==> config.mk <==
export PLATFORM = sky130hd
export DESIGN_NAME = flow_decoder
export DESIGN_NICKNAME = d
export VERILOG_FILES = /design/src/rtl/flow_decoder.sv
export SDC_FILE = /design/constraint.sdc
export NUM_CORES = 1
export LEC_CHECK = 0
export CAP_MARGIN = 10
export CORE_ASPECT_RATIO = 1.5
export CORE_MARGIN = 2
export CORE_UTILIZATION = 47
export CTS_CLUSTER_DIAMETER = 30
export DETAILED_ROUTE_END_ITERATION = 8
export PLACE_DENSITY = 0.92
export SYNTH_ARGS = -nofsm -noshare
export SYNTH_HDL_FRONTEND = slang
export SYNTH_SLANG_ARGS = --single-unit
==> constraint.sdc <==
create_clock -name clk -period 2.6 [get_ports clk]
set_input_delay 0.65 -clock clk [delete_from_list [all_inputs] [get_ports clk]]
set_output_delay 0.65 -clock clk [all_outputs]
set_load 0.1 [all_outputs]
==> src/rtl/flow_decoder.sv <==
`timescale 1ns/1ps
// flow_decoder: one-stage registered decoder for jump/call/return flow ops,
// with a return-address stack and sticky overflow/underflow flags.
// Ports: clk, rst (async, active high); in_valid/in_ready with instr, pc,
// zero_flag; flush; out_valid/out_ready with op_code, source1/2,
// destination, *_choice, jmp/cal/ret/push/pop, target_pc, stack_level,
// stack_overflow, stack_underflow.
module flow_decoder #(
    parameter int PC_WIDTH          = 5,
    parameter int OPCODE_WIDTH      = 5,
    parameter int VALUE_WIDTH       = 8,
    parameter int STACK_DEPTH       = 4,
    parameter int INSTRUCTION_WIDTH = OPCODE_WIDTH + 3*VALUE_WIDTH + 8
) (
    input  logic                               clk,
    input  logic                               rst,
    input  logic                               in_valid,
    output logic                               in_ready,
    input  logic [INSTRUCTION_WIDTH-1:0]       instr,
    input  logic [PC_WIDTH-1:0]                pc,
    input  logic                               zero_flag,
    input  logic                               flush,
    output logic                               out_valid,
    input  logic                               out_ready,
    output logic [OPCODE_WIDTH-1:0]            op_code,
    output logic [VALUE_WIDTH-1:0]             source1,
    output logic [VALUE_WIDTH-1:0]             source2,
    output logic [VALUE_WIDTH-1:0]             destination,
    output logic [1:0]                         source1_choice,
    output logic [1:0]                         source2_choice,
    output logic [1:0]                         destination_choice,
    output logic                               jmp,
    output logic                               cal,
    output logic                               ret,
    output logic                               push,
    output logic                               pop,
    output logic [PC_WIDTH-1:0]                target_pc,
    output logic [$clog2(STACK_DEPTH+1)-1:0]   stack_level,
    output logic                               stack_overflow,
    output logic                               stack_underflow
);

    localparam int V     = VALUE_WIDTH;
    localparam int LW    = $clog2(STACK_DEPTH + 1);
    localparam int IDX_W = (STACK_DEPTH > 1) ? $clog2(STACK_DEPTH) : 1;

    localparam logic [OPCODE_WIDTH-1:0] OP_JMP     = OPCODE_WIDTH'(16);
    localparam logic [OPCODE_WIDTH-1:0] OP_IF0JUMP = OPCODE_WIDTH'(17);
    localparam logic [OPCODE_WIDTH-1:0] OP_IF1JUMP = OPCODE_WIDTH'(18);
    localparam logic [OPCODE_WIDTH-1:0] OP_CALL    = OPCODE_WIDTH'(19);
    localparam logic [OPCODE_WIDTH-1:0] OP_CAL0    = OPCODE_WIDTH'(20);
    localparam logic [OPCODE_WIDTH-1:0] OP_CAL1    = OPCODE_WIDTH'(21);
    localparam logic [OPCODE_WIDTH-1:0] OP_RET     = OPCODE_WIDTH'(22);
    localparam logic [OPCODE_WIDTH-1:0] OP_RET0    = OPCODE_WIDTH'(23);
    localparam logic [OPCODE_WIDTH-1:0] OP_RET1    = OPCODE_WIDTH'(24);

    logic [OPCODE_WIDTH-1:0] f_op;
    logic [V-1:0]            f_src1;
    logic [V-1:0]            f_src2;
    logic [V-1:0]            f_dst;
    logic [PC_WIDTH-1:0]     jump_addr;
    logic                    unused_bits;

    assign f_op        = instr[OPCODE_WIDTH+3*V+7 : 3*V+8];
    assign f_src1      = instr[3*V+7 : 2*V+8];
    assign f_src2      = instr[2*V+7 : V+8];
    assign f_dst       = instr[V+7 : 8];
    assign jump_addr   = f_src1[PC_WIDTH-1:0];
    assign unused_bits = &{1'b0, instr[7:6]};

    logic [PC_WIDTH-1:0] stack_mem [STACK_DEPTH];

    logic             stack_full;
    logic             stack_empty;
    logic [IDX_W-1:0] push_idx;
    logic [IDX_W-1:0] top_idx;

    assign stack_full  = (stack_level == LW'(STACK_DEPTH));
    assign stack_empty = (stack_level == '0);
    assign push_idx    = IDX_W'(stack_level);
    assign top_idx     = IDX_W'(stack_level - LW'(1));

    logic xfer;

    assign in_ready = !flush && (!out_valid || out_ready);
    assign xfer     = in_valid && in_ready;

    logic take_jump;
    logic take_call;
    logic take_ret;

    always_comb begin
        take_jump = 1'b0;
        take_call = 1'b0;
        take_ret  = 1'b0;
        case (f_op)
            OP_JMP:     take_jump = 1'b1;
            OP_IF0JUMP: take_jump = !zero_flag;
            OP_IF1JUMP: take_jump = zero_flag;
            OP_CALL:    take_call = 1'b1;
            OP_CAL0:    take_call = !zero_flag;
            OP_CAL1:    take_call = zero_flag;
            OP_RET:     take_ret  = 1'b1;
            OP_RET0:    take_ret  = !zero_flag;
            OP_RET1:    take_ret  = zero_flag;
            default:    ;
        endcase
    end

    // A return on an empty stack still signals ret/pop but lands on 0.
    logic [PC_WIDTH-1:0] next_target;

    always_comb begin
        next_target = '0;
        if (take_jump || take_call) begin
            next_target = jump_addr;
        end else if (take_ret && !stack_empty) begin
            next_target = stack_mem[top_idx];
        end
    end

    always_ff @(posedge clk or posedge rst) begin
        if (rst) begin
            out_valid          <= 1'b0;
            op_code            <= '0;
            source1            <= '0;
            source2            <= '0;
            destination        <= '0;
            source1_choice     <= '0;
            source2_choice     <= '0;
            destination_choice <= '0;
            jmp                <= 1'b0;
            cal                <= 1'b0;
            ret                <= 1'b0;
            push               <= 1'b0;
            pop                <= 1'b0;
            target_pc          <= '0;
            stack_level        <= '0;
            stack_overflow     <= 1'b0;
            stack_underflow    <= 1'b0;
            for (int i = 0; i < STACK_DEPTH; i++) begin
                stack_mem[i] <= '0;
            end
        end else if (xfer) begin
            out_valid          <= 1'b1;
            op_code            <= f_op;
            source1            <= f_src1;
            source2            <= f_src2;
            destination        <= f_dst;
            source1_choice     <= instr[5:4];
            source2_choice     <= instr[3:2];
            destination_choice <= instr[1:0];
            jmp                <= take_jump || take_call;
            cal                <= take_call;
            ret                <= take_ret;
            push               <= take_call;
            pop                <= take_ret;
            target_pc          <= next_target;
            if (take_call) begin
                if (!stack_full) begin
                    stack_mem[push_idx] <= pc + PC_WIDTH'(1);
                    stack_level         <= stack_level + LW'(1);
                end else begin
                    stack_overflow <= 1'b1;
                end
            end
            if (take_ret) begin
                if (!stack_empty) begin
                    stack_level <= stack_level - LW'(1);
                end else begin
                    stack_underflow <= 1'b1;
                end
            end
        end else if (flush || out_ready) begin
            out_valid <= 1'b0;
        end
    end

endmodule

==> results.txt <==
outcome: finished, final reports clean
reg-to-reg slack, setup: 690 ps
Total GRT Usage: 21.5%
mux contribution to synthesized area: 10.8%
CP max FO: 5
total routed wirelength: 7690 um
core area: 6530 um2
routed length on met2: 4050 um
CTS tree: done
Post-synth EDFFs: 0
simple-gate share of the synthesized area: 21.7%
H-Tree Depth: 3
synthesized instance count: 307
initial antenna violation count: 0
Tmin final: 2340 ps
DRC viols: 0
Finished Core Util: 67.6%
clk slew on worst S/H paths: 80 ps
# hold bufs at CTS: 0
most common cell after layout, fill and taps aside: nand2_1
Die Width: 71.4 um
hold path endpoint: source2[1]$_DFFE_PP0N_
HP Class: flip-flop to flip-flop
unrepaired setup endpoints after global routing: no
leading area contributor after synthesis: dfrtp_1
clock latency on the worst-skew pair: 360 ps
placed standard-cell area: 4230 um2
antenna diode count: 0
FF+latch count, synth: 69
power density cells: 864 nW/um2
total CTS buffers: 9
reg2reg start: stack_level[0]$_DFFE_PP0N_
largest family of logic cells by synthesized area: simple AND/OR/NAND/NOR gates
first-pass GRT wire length: 12600 um
HP Start: source2[1]$_DFFE_PP0N_
Worst Setup SP: instr[32]
Finished Layout Cells: 497
warnings from Yosys: 0
slowest stage delay, CP: 570 ps
Async SR Flop Fraction: 100%
share of cells above drive strength 1: 26.8%
post-synth net total: 361
Post-CTS Setup Inserts: 0
WP data required: 2850 ps
Rel. slew slack: 52.1%
Final nets: 470
Area growth syn-to-layout: 38.0%
total iterations of the first detailed-routing run: 4
row count: 36
critical-path cell list: clkdlybuf4s50_1, or4b_4, a31oi_4, buf_4, nand4_4, mux2_1
die area: 7500 um2
Iteration-0 DRC Markers: 172
syn avg cell area: 10.4 um2
Critical Path Sink Type: flip-flop
slowest cell on the critical path: or4b_4
cell area after layout: 4420 um2
clk buf depth: 2
Final Hold Vio Count: 0
synth top area cells: dfrtp_1, nand2_1, mux4_2, mux2_2, mux2_1
port bufs: 97
adder-cell share of the synthesized area: 2.35%
Slew Limit Fails: 0
Final Cycle Share: 90.1%
Fin Hold WS: 481 ps
Data arrival, critical path: 2590 ps
metal1 wirelength: 2960 um
count of cell types in the netlist: 45
fmax: 427 MHz
Via density: 5.32
Top FF cell, synth: dfrtp_1
GRT Residual Overflow: 0
skew final: 11.0 ps
XOR/XNOR Fraction of Synth Area: 1.09%
ANT nets after route: 0
Die Y: 105 um
hold path depth: 2
largest net degree at the start of global routing: 40
register area share after synthesis: 53.9%
Initial Util: 49.0%
Cells after DPL: 481
Lkg Pwr: 0.00226 uW
# IOs: 100
compound-cell area share of the yosys netlist: 5.94%
GPL Wtd Cong: 0.811
Root Buffer: clkbuf_8
vias in the first global route: 2761
R2R depth: 5
WL met3: 467 um
CTS resizes: 0
Post-DP HPWL: 5660 um
vias: 2643
share of the synthesized area in the top cell type: 53.9%
peak supply drop: 434 uV
post-DR wirelength/cell: 15.5 um
Highest Signal Layer: met4
startpoint types: input pin
clk sink count: 69
Final setup viols: 0
most frequent cells in the layout: nand2_1, dfrtp_1, buf_4
WS Path Type: input pin to flip-flop
RR Endpoint: target_pc[0]$_DFFE_PP0N_
maxcap violations: 0
Slew @ Worst Pin: 711 ps
synthesized cell area: 3200 um2
-- metrics by stage --
step | setup WS [ps] | power (uW) | TNS [ps]
CTS | 280 | 3840 | 0
detailed placement | -80.4 | 3030 | -594
finish | 257 | 3820 | 0
global placement | -25.1 | 2980 | -183
global route | 215 | 3960 | 0
floorplan | 56.4 | 2600 | 0
-- final cells by class --
cell class / count / area [um2]
multi-input combinational: 209 / 1350
tap: 76 / 95.1
inverter: 12 / 45.0
sequential: 69 / 1730
fill: 438 / 2120
clock inverter: 5 / 35.0
clock buffer: 11 / 151
timing repair buffer: 115 / 1010
-- layer usage --
metal  GRT usage, %  vias to the layer above
met3           5.79                       19
met4           9.97                        0
met1           24.0                     1284
li1               -                     1245
met2           37.3                       95
met5              0                        -
-- power by group --
part / internal (uW) / total [uW] / switching (uW)
combinational: 422 / 1650 / 1230
clock: 397 / 805 / 408
sequential: 1230 / 1360 / 129
total: 2050 / 3820 / 1770
-- sequential cells by signal (all words and copies together), names as in the netlist --
name and count:
destination 8, out_valid 1, source2_choice 2, pop 1
source2 8, jmp 1, stack_mem 20, source1_choice 2
stack_underflow 1, stack_level 3, stack_overflow 1, op_code 5
push 1, source1 8, destination_choice 2, target_pc 5
-- worst max-delay path by stage --
stage                                      end  slack, ps
detailed placement    stack_mem[3]$_DFFE_PP0P_        -80
CTS                   stack_mem[3]$_DFFE_PP0P_        280
global placement      stack_mem[3]$_DFFE_PP0P_        -30
finish                stack_mem[3]$_DFFE_PP0P_        260
global route         stack_mem[12]$_DFFE_PP0P_        210
floorplan           stack_level[0]$_DFFE_PP0N_         60
-- cell usage after synthesis (2+ instances only) --
| master | number |
|---|---|
| a21o_1 | 2 |
| a221oi_1 | 2 |
| buf_1 | 6 |
| buf_4 | 4 |
| clkbuf_1 | 6 |
| dfrtp_1 | 69 |
| ha_1 | 6 |
| inv_1 | 12 |
| mux2_1 | 8 |
| mux2_2 | 9 |
| mux2i_1 | 4 |
| mux4_2 | 5 |
| nand2_1 | 115 |
| nand2b_1 | 3 |
| nand3_1 | 10 |
| nand4_1 | 2 |
| nand4_4 | 2 |
| nor2_1 | 5 |
| nor2b_1 | 2 |
| nor3b_1 | 2 |
| o211ai_1 | 5 |
| o21ai_0 | 3 |
| xnor2_1 | 3 |
-- cell families (layout without fill, tap and decap cells) --
group / Yosys count / count (layout)
buf+inv: 29 / 143
xor+xnor: 4 / 4
mux: 26 / 26
flops: 69 / 69
compound gates: 23 / 23
simple gates: 150 / 150
fa+ha+maj: 6 / 6
-- worst max-delay path, delay by kind of cell --
family                 cells  cell delay (ps)
buffers and inverters      2              660
AO/OA/AOI/OAI              1              190
multiplexers               1              350
AND/OR/NAND/NOR            2              730
(Power assumes the default switching activity.)
